File: src/rtl/conv_pool_engine.sv
`default_nettype none
// ============================================================================
// Module  : conv_pool_engine
// Brief   : 3x3 conv + bias + round/saturate + ReLU, then optional 2x2 max-pool.
// Revision: 1.0
// ============================================================================
module conv_pool_engine #(
    parameter int IMG_W   = 64,
    parameter int IMG_H   = 64,
    parameter int DW      = 20,
    parameter int FRAC    = 16,
    parameter int ADDR_W  = 12,
    parameter int POOL_EN = 1
) (
    input  logic              clk,
    input  logic              reset,
    input  logic              ready,
    output logic              busy,
    output logic              done,
    input  logic              kwr,
    input  logic [3:0]        kaddr,
    input  logic [DW-1:0]     kdata,
    output logic [ADDR_W-1:0] iaddr,
    input  logic [DW-1:0]     idata,
    output logic              cwr,
    output logic [ADDR_W-1:0] caddr_wr,
    output logic [DW-1:0]     cdata_wr,
    output logic              crd,
    output logic [ADDR_W-1:0] caddr_rd,
    input  logic [DW-1:0]     cdata_rd,
    output logic [2:0]        csel
);

    localparam int c_ACC_W = 2*DW + 4;
    localparam int c_PW    = 2*DW;
    localparam int c_CW    = $clog2(IMG_W);
    localparam int c_RW    = $clog2(IMG_H);
    localparam logic signed [c_ACC_W:0] c_HALF = (c_ACC_W+1)'(64'sd1 <<< (FRAC-1));
    localparam logic signed [c_ACC_W:0] c_MAX  = (c_ACC_W+1)'((64'sd1 <<< (DW-1)) - 64'sd1);

    localparam logic [2:0] S_IDLE   = 3'd0;
    localparam logic [2:0] S_FETCH  = 3'd1;
    localparam logic [2:0] S_ROUND  = 3'd2;
    localparam logic [2:0] S_WRITE0 = 3'd3;
    localparam logic [2:0] S_READ   = 3'd4;
    localparam logic [2:0] S_WRITE1 = 3'd5;
    localparam logic [2:0] S_END    = 3'd6;

    logic [2:0]                r_state;
    logic [2:0]                w_next;
    logic signed [DW-1:0]      r_coef [0:9];
    logic [3:0]                r_tap;
    logic [1:0]                r_rd;
    logic [c_RW-1:0]           r_row;
    logic [c_CW-1:0]           r_col;
    logic signed [c_ACC_W-1:0] r_acc;
    logic [DW-1:0]             r_result;
    logic [DW-1:0]             r_max;

    logic                      w_last_pix;
    logic                      w_last_out;
    int                        w_yy;
    int                        w_xx;
    logic                      w_in;
    logic [ADDR_W-1:0]         w_iaddr;
    logic signed [c_PW-1:0]    w_ka;
    logic signed [c_PW-1:0]    w_xa;
    logic signed [c_PW-1:0]    w_prod;
    logic signed [c_ACC_W:0]   w_full;
    logic signed [c_ACC_W:0]   w_rnd;
    logic [DW-1:0]             w_sat;
    logic [ADDR_W-1:0]         w_pix_addr;
    logic [ADDR_W-1:0]         w_pool_addr;
    logic [ADDR_W-1:0]         w_raddr;

    assign w_last_pix = (r_row == c_RW'(IMG_H-1)) && (r_col == c_CW'(IMG_W-1));
    assign w_last_out = (r_row == c_RW'(IMG_H/2-1)) && (r_col == c_CW'(IMG_W/2-1));

    // Tap k sits at (dy,dx) = (k/3-1, k%3-1); off-image taps are masked out.
    always_comb begin
        w_yy    = int'(r_row) + (int'(r_tap) / 3) - 1;
        w_xx    = int'(r_col) + (int'(r_tap) % 3) - 1;
        w_in    = (w_yy >= 0) && (w_yy < IMG_H) && (w_xx >= 0) && (w_xx < IMG_W);
        w_iaddr = w_in ? ADDR_W'(w_yy*IMG_W + w_xx) : '0;
        w_ka    = c_PW'(r_coef[r_tap]);
        w_xa    = c_PW'($signed(idata));
        w_prod  = w_in ? (w_ka * w_xa) : '0;
    end

    always_comb begin
        w_full = (c_ACC_W+1)'(r_acc) + ((c_ACC_W+1)'(r_coef[9]) <<< FRAC) + c_HALF;
        w_rnd  = w_full >>> FRAC;
        if (w_rnd[c_ACC_W])
            w_sat = '0;
        else if (w_rnd > c_MAX)
            w_sat = c_MAX[DW-1:0];
        else
            w_sat = w_rnd[DW-1:0];
    end

    assign w_pix_addr  = ADDR_W'(int'(r_row)*IMG_W + int'(r_col));
    assign w_pool_addr = ADDR_W'(int'(r_row)*(IMG_W/2) + int'(r_col));
    assign w_raddr     = ADDR_W'((2*int'(r_row) + int'(r_rd[1]))*IMG_W
                                 + 2*int'(r_col) + int'(r_rd[0]));

    always_ff @(posedge clk or negedge reset) begin
        if (!reset)
            r_state <= S_IDLE;
        else
            r_state <= w_next;
    end

    always_comb begin
        w_next = r_state;
        case (r_state)
            S_IDLE:   if (ready) w_next = S_FETCH;
            S_FETCH:  if (r_tap == 4'd8) w_next = S_ROUND;
            S_ROUND:  w_next = S_WRITE0;
            S_WRITE0: begin
                if (w_last_pix)
                    w_next = (POOL_EN != 0) ? S_READ : S_END;
                else
                    w_next = S_FETCH;
            end
            S_READ:   if (r_rd == 2'd3) w_next = S_WRITE1;
            S_WRITE1: w_next = w_last_out ? S_END : S_READ;
            S_END:    w_next = S_IDLE;
            default:  w_next = S_IDLE;
        endcase
    end

    always_ff @(posedge clk or negedge reset) begin
        if (!reset) begin
            for (int i = 0; i < 10; i++)
                r_coef[i] <= '0;
            r_tap    <= '0;
            r_rd     <= '0;
            r_row    <= '0;
            r_col    <= '0;
            r_acc    <= '0;
            r_result <= '0;
            r_max    <= '0;
        end else begin
            if ((r_state == S_IDLE) && kwr && (kaddr <= 4'd9))
                r_coef[kaddr] <= kdata;
            case (r_state)
                S_IDLE: begin
                    if (ready) begin
                        r_tap <= '0;
                        r_rd  <= '0;
                        r_row <= '0;
                        r_col <= '0;
                    end
                end
                S_FETCH: begin
                    r_acc <= ((r_tap == 4'd0) ? '0 : r_acc) + c_ACC_W'(w_prod);
                    r_tap <= (r_tap == 4'd8) ? 4'd0 : r_tap + 4'd1;
                end
                S_ROUND: r_result <= w_sat;
                S_WRITE0: begin
                    if (w_last_pix) begin
                        r_row <= '0;
                        r_col <= '0;
                    end else if (r_col == c_CW'(IMG_W-1)) begin
                        r_col <= '0;
                        r_row <= r_row + c_RW'(1);
                    end else begin
                        r_col <= r_col + c_CW'(1);
                    end
                end
                S_READ: begin
                    // Post-ReLU values are non-negative, so unsigned compare suffices.
                    if ((r_rd == 2'd0) || (cdata_rd > r_max))
                        r_max <= cdata_rd;
                    r_rd <= r_rd + 2'd1;
                end
                S_WRITE1: begin
                    if (w_last_out) begin
                        r_row <= '0;
                        r_col <= '0;
                    end else if (r_col == c_CW'(IMG_W/2-1)) begin
                        r_col <= '0;
                        r_row <= r_row + c_RW'(1);
                    end else begin
                        r_col <= r_col + c_CW'(1);
                    end
                end
                default: ;
            endcase
        end
    end

    always_comb begin
        busy     = 1'b0;
        done     = 1'b0;
        iaddr    = '0;
        cwr      = 1'b0;
        caddr_wr = '0;
        cdata_wr = '0;
        crd      = 1'b0;
        caddr_rd = '0;
        csel     = 3'b000;
        case (r_state)
            S_FETCH: begin
                busy  = 1'b1;
                iaddr = w_iaddr;
            end
            S_ROUND: busy = 1'b1;
            S_WRITE0: begin
                busy     = 1'b1;
                cwr      = 1'b1;
                csel     = 3'b001;
                caddr_wr = w_pix_addr;
                cdata_wr = r_result;
            end
            S_READ: begin
                busy     = 1'b1;
                crd      = 1'b1;
                csel     = 3'b001;
                caddr_rd = w_raddr;
            end
            S_WRITE1: begin
                busy     = 1'b1;
                cwr      = 1'b1;
                csel     = 3'b011;
                caddr_wr = w_pool_addr;
                cdata_wr = r_max;
            end
            S_END: done = 1'b1;
            default: ;
        endcase
    end

endmodule
`default_nettype wire

File: config.mk
export PLATFORM = sky130hd
export DESIGN_NAME = conv_pool_engine
export DESIGN_NICKNAME = d
export VERILOG_FILES = /design/src/rtl/conv_pool_engine.sv
export SDC_FILE = /design/constraint.sdc
export NUM_CORES = 2
export LEC_CHECK = 0
export BUFFER_PORTS_ARGS = -buffer_cell sky130_fd_sc_hd__buf_2
export CAP_MARGIN = 20
export CORE_ASPECT_RATIO = 0.9
export CORE_MARGIN = 2
export CORE_UTILIZATION = 62
export DETAILED_ROUTE_END_ITERATION = 10
export PLACE_DENSITY_LB_ADDON = 0.05
export SYNTH_ARGS = -nofsm -noshare
export SYNTH_HDL_FRONTEND = slang
export SYNTH_SLANG_ARGS = --single-unit
File: constraint.sdc
create_clock -name clk -period 15.85 [get_ports clk]
set_clock_uncertainty 0.05 [all_clocks]
set_input_delay 1.585 -clock clk [delete_from_list [all_inputs] [get_ports clk]]
set_output_delay 1.585 -clock clk [all_outputs]
set_load 0.05 [all_outputs]
---- Word level (Yosys, flattened, before mapping) ----
Index checks and enable logic that the tools add are counted.
operators by class
  $add $sub $neg .......................... 17
  $mul .................................... 1
  div/mod/pow operators ................... 2
  $lt $le $gt $ge ......................... 10
  equality and inequality tests ........... 17
  shift-type cells ........................ 0
  mux-type cells .......................... 42
  bitwise gates (word level) .............. 2
  reduce and logical (&&, ||, !) cells .... 24
operator list
  kind                    number
  $bwmux 200              1
  $mux 20                 5
  $bmux 20 s4             1
  $demux 20 s4            1
  $add 7x32->32           2
  $ge 32x1->1 const B     2
  $lt 32x8->1 const B     2
  $sub 32x2->32 const B   2
  $mux 6                  9
  $add 44x36->45          1
  $add 45x17->45 const B  1
  $add 44x44->44          1
  $mux 44                 1
  $mul 20x20->40          1
  $mux 40                 1
  $pmux 20 s2             1
  $mux 12                 3
  $pmux 6 s3              2
  $div 5x3->32 const B    1
  $mod 5x3->32 const B    1
  $gt 29x20->1 const B    1
  $pmux 12 s2             1
  $gt 20x20->1            1
  $pmux 3 s6              1
  other kinds (40)        72
storage, ports and cells
  flip-flop bits (word level) ............. 305
  latch bits .............................. 0
  RAM bits ................................ 0
  memory bits (read-only) ................. 0
  input port bits ......................... 68
  logic and storage cells ................. 133
  memories kept ........................... 0

---- Logic depth before layout (Yosys ltp) ----
  word-level depth ........................ 9
  gate-level depth with buffers ........... 47
  depth with buffers taken out ............ 43

---- Worst setup path after synthesis ----
Ideal clock, no wire load.
  path type ............................... flip-flop to flip-flop
  start ................................... reg r_tap[0]
  end ..................................... reg r_acc[35]
  arrival time ............................ 10.313 ns
  setup slack ............................. 5.353 ns
  cell stages (with the launch flop) ...... 40
  period minus slack after synthesis ...... 10.497 ns
  path through ............................ dfrtp_1 -> clkbuf_1 -> clkbuf_1 -> clkbuf_1 -> mux2_2 -> a221oi_1 -> nor2_1 -> clkbuf_1 -> nand2_1 -> fa_1 -> inv_1 -> fa_1 -> fa_1 -> inv_1 -> fa_1 -> inv_1 -> fa_1 -> fa_1 -> [... 4 more ...] -> nand2_1 -> nand2_1 -> a21o_1 -> a21oi_1 -> xor2_1 -> nor2_1 -> ha_1 -> clkbuf_1 -> a21o_1 -> a21o_1 -> a21oi_1 -> nand2_1 -> o311ai_0 -> o21ai_0 -> a31oi_1 -> o21ai_0 -> xnor2_1 -> o21ai_0
on the way
  cells in the longest elaborated chain, start to end .. 9
  elaborated cells on any way between the ends .. 22
  classes of those cells .................. add/sub (5); mul (1); div (2); order compare (4); mux (5); bitwise (1); reduce/logical (4)
ends and longest elaborated chain
  element                                            line  RTL
  start: declaration                                 52    logic [3:0] r_tap;
  start signal: assignment                           157   r_tap <= (r_tap == 4'd8) ? 4'd0 : r_tap + 4'd1;
  $div 5x3->32                                       81    w_yy = int'(r_row) + (int'(r_tap) / 3) - 1;
  $add 7x32->32                                      81
  $sub 32x2->32                                      81
  $ge 32x1->1 / $lt 32x8->1 (equally long branches)  83    w_in = (w_yy >= 0) && (w_yy < IMG_H) && (w_xx >= 0) && (w_xx < IMG_W);
  $logic_and 1x1->1 (3 in series)                    83
  $mux 40                                            87    w_prod = w_in ? (w_ka * w_xa) : '0;
  $add 44x44->44 *                                   156   r_acc <= ((r_tap == 4'd0) ? '0 : r_acc) + c_ACC_W'(w_prod);
  end signal: assignment                             156
  end: declaration                                   56    logic signed [c_ACC_W-1:0] r_acc;
Mark *: on every way between the ends. The rest lies on a longest branch, timed or not. The select of a mux whose other input is x is not followed.
A chain may end at the register's enable or synchronous reset.

---- Worst setup path in the final report ----
  start ................................... reg r_tap[3]
  end ..................................... reg r_acc[33]
The elaborated chain is that of the path after synthesis.

==> flow_summary_export.csv <==
group,metric,value,unit
floorplanning,die-area,60200,um^2
power,powerDensity,50.9,nW/um^2
synthesis,synthCells,3782,
routing,dr_wl_met3,5510,um
cells_and_area,seq_area,7640,um^2
floorplanning,std_cell_rows,83,
power,total_power,1.96,mW
floorplanning,coreArea,57300,um^2
synthesis,synth_area_leaders,"fa_1, dfrtp_1, ha_1, mux2_2, inv_1",
cells_and_area,nFillCells,4662,
global_route,grt_pass1_vias,28700,
synthesis,avgSynthCellArea,9.56,um^2
synthesis,synth_top_flop_cell,"dfrtp_1",
routing,dr.first_iter.drc_count,2219,
global_route,grt_first_pass_wirelength,155000,um
cts,clock-sinks,305,
worst_setup_path,required,16.25,ns
placement,globalplace.congestion,0.907,
cts,postCtsSetupBuffers,0,
global_route,grt_antenna_before_repair,6,
worst_setup_path,crit_arrival,12.95,ns
sta,period_needed,12.55,ns
cells_and_area,fin_cells,4589,
routing,drc,0,
global_route,grt.overflow.total,0,
routing,wl_per_cell,20.6,um
cts,clk_latency,0.61,ns
worst_setup_path,end_kind,"flip-flop",
cts,cts_tree,"yes",
routing,vias,27900,
sta,fmax,79.7,MHz
sta,slew_headroom,18.7,%
synthesis,synth_nets,4541,
cts,clk_pin_slew,0.07,ns
cts,hold_buffers,0,
worst_setup_path,cp-start-kind,"flip-flop",
run_status,status,"finished, final reports clean",
placement,hpwl,73400,um
sta,min_period_over_period,79.2,%
floorplanning,chipWidth,259,um
worst_setup_path,cp_max_fo,52,
worst_hold_path,min_path_type,"flip-flop to flip-flop",
sta,hold_viol,0,
sta,worst_pin_slew,1.21,ns
floorplanning,start_util,63.1,%
placement,dp.cells,4531,
cts,cts_buffers,30,
synthesis,synth_cell_types,85,
sta,finalSetupViolations,0,
synthesis,synth_top_cell_by_area,"fa_1",
placement,io_buffers,129,
routing,dr.pass1.iters,9,
synthesis,syn_area,36100,um^2
cells_and_area,drive_gt1_share,14.2,%
job,drv_cap,0,
power,cellLeakagePower,20.0,nW
routing,routed.top_layer,"met5",
power,peakVddDrop,0.0926,mV
synthesis,ys_seq_area_share,21.1,%
routing,antenna_left,0,
worst_setup_path,cp_slowest_stage_delay,0.86,ns
sta,setup_tns,0,ns
global_route,grtUsageTotal,32.2,%
routing,viasPerCell,6.07,
cts,cts-resized-gates,0,
cells_and_area,syn_to_final_growth,6.39,%
sta,drv_slew,0,
routing,route.met2.wl,46000,um
floorplanning,num_io_pins,131,
synthesis,synth_edf_count,0,
worst_setup_path,cp_slowest_cell,"o311ai_0",
cells_and_area,layout.nets,4560,
cells_and_area,multi_input_area,25900,um^2
cts,cts_root_buffer,"clkbuf_16",
synthesis,synthArstFlopShare,100,%
synthesis,synth-seq-cells,305,
sta,rsz0062_at_grt,"no",
cts,cts.path.max_buffers,3,
routing,drt-total-wl,94800,um
cts,htreeDepth,1,
global_route,grt_start_max_net_pins,155,
synthesis,synth.top_cell.area_share,23.5,%
routing,wirelength_met1,40600,um
floorplanning,dieHeight,233,um
worst_setup_path,worstSetupPathType,"flip-flop to flip-flop",
synthesis,yosys_warnings,0,
-- power breakdown --
part,internal (mW),switching (mW),leakage [nW]
Clock,0.396,0.323,0.465
Combinational,0.159,0.226,15.4
Sequential,0.818,0.0343,4.11
-- final cells by class --
class	count	share of cell area, %
timing repair buffer	175	2.73
inverter	503	4.91
clock inverter	10	0.306
sequential	305	19.9
multi-input combinational	2786	67.5
tap	765	2.49
antenna	1	0.00651
clock buffer	44	2.25
-- cell usage after synthesis (all sizes together), types with 90 or more instances --
cell type and instances:
a21oi 154, and2 166, clkbuf 156, dfrtp 305
fa 425, ha 266, inv 501, mux2 241
nand2 418, nor2 157, o21ai 172, xnor2 90
-- cells by family after synthesis --
family / count (synthesis) / share of synthesized area, %
and+or+nand+nor: 1044 / 14.1
adders and majority gates: 691 / 32.7
buffers and inverters: 691 / 7.24
AOI/OAI and AO/OA: 619 / 11.1
DFF: 305 / 21.1
muxes: 293 / 10.3
xor gates and xnor gates: 138 / 3.34
other: 1 / 0.0104
-- state kept, by name, summed over array words and instances (netlist names) --
| register | cells |
|---|---|
| r_max | 20 |
| r_rd | 2 |
| r_coef | 200 |
| r_acc | 44 |
| r_tap | 4 |
| r_result | 20 |
| r_col | 6 |
| r_state | 3 |
| r_row | 6 |
-- through the flow --
step	utilization (%)	hold WS, ns	setup slack, ns	instance area [um^2]
6_report	67.1	0.423	3.30	38500
5_1_grt	67.1	0.442	2.56	38500
4_1_cts	67.0	0.429	3.52	38400
3_5_place_dp	65.2	0.414	3.54	37400
3_3_place_gp	65.2	0.401	3.79	37400
2_1_floorplan	-	0.388	5.35	36100
-- placed cells by master, fill, tap and decap left out, types with 151 or more instances in the layout --
master,netlist,routed
ha_1,266,266
dfrtp_1,305,303
a21oi_1,154,154
fa_1,425,425
o21ai_0,171,169
mux2_2,241,241
and2_1,166,166
inv_1,501,501
nand2_1,418,417
nor2_1,157,151
-- path summary, 6_finish.rpt --
path | cells past startpoint | to | slack [ns] | from
setup reg to reg | 39 | r_acc[33]$_DFFE_PN0P_ | 3.30 | r_tap[3]$_DFFE_PN0P_
min in group asynchronous | 1 | r_coef[64]$_DFFE_PN0P_ | 1.08 | reset
hold / removal | 2 | r_acc[1]$_DFFE_PN0P_ | 0.42 | r_acc[1]$_DFFE_PN0P_
max in group asynchronous | 3 | r_acc[4]$_DFFE_PN0P_ | 13.21 | reset
hold reg to reg | 2 | r_acc[1]$_DFFE_PN0P_ | 0.42 | r_acc[1]$_DFFE_PN0P_
setup / recovery | 39 | r_acc[33]$_DFFE_PN0P_ | 3.30 | r_tap[3]$_DFFE_PN0P_
-- per-layer routing --
metal	track usage (%)	up-vias
met2	54.1	908
met4	7.98	4
met1	45.0	14200
li1	-	12600
met5	0	-
met3	3.79	162
-- worst max-delay path: cells and delay by family (launching register included) --
| kind | cells | cell delay [ns] |
|---|---|---|
| flip-flops | 1 | 0.55 |
| adder cells (fa/ha/maj) | 4 | 1.28 |
| XOR/XNOR | 2 | 0.39 |
| AND/OR/NAND/NOR | 14 | 4.29 |
| buffers and inverters | 6 | 1.41 |
| AO/OA/AOI/OAI | 13 | 4.38 |
No activity file was read; power rests on OpenSTA's default activity.
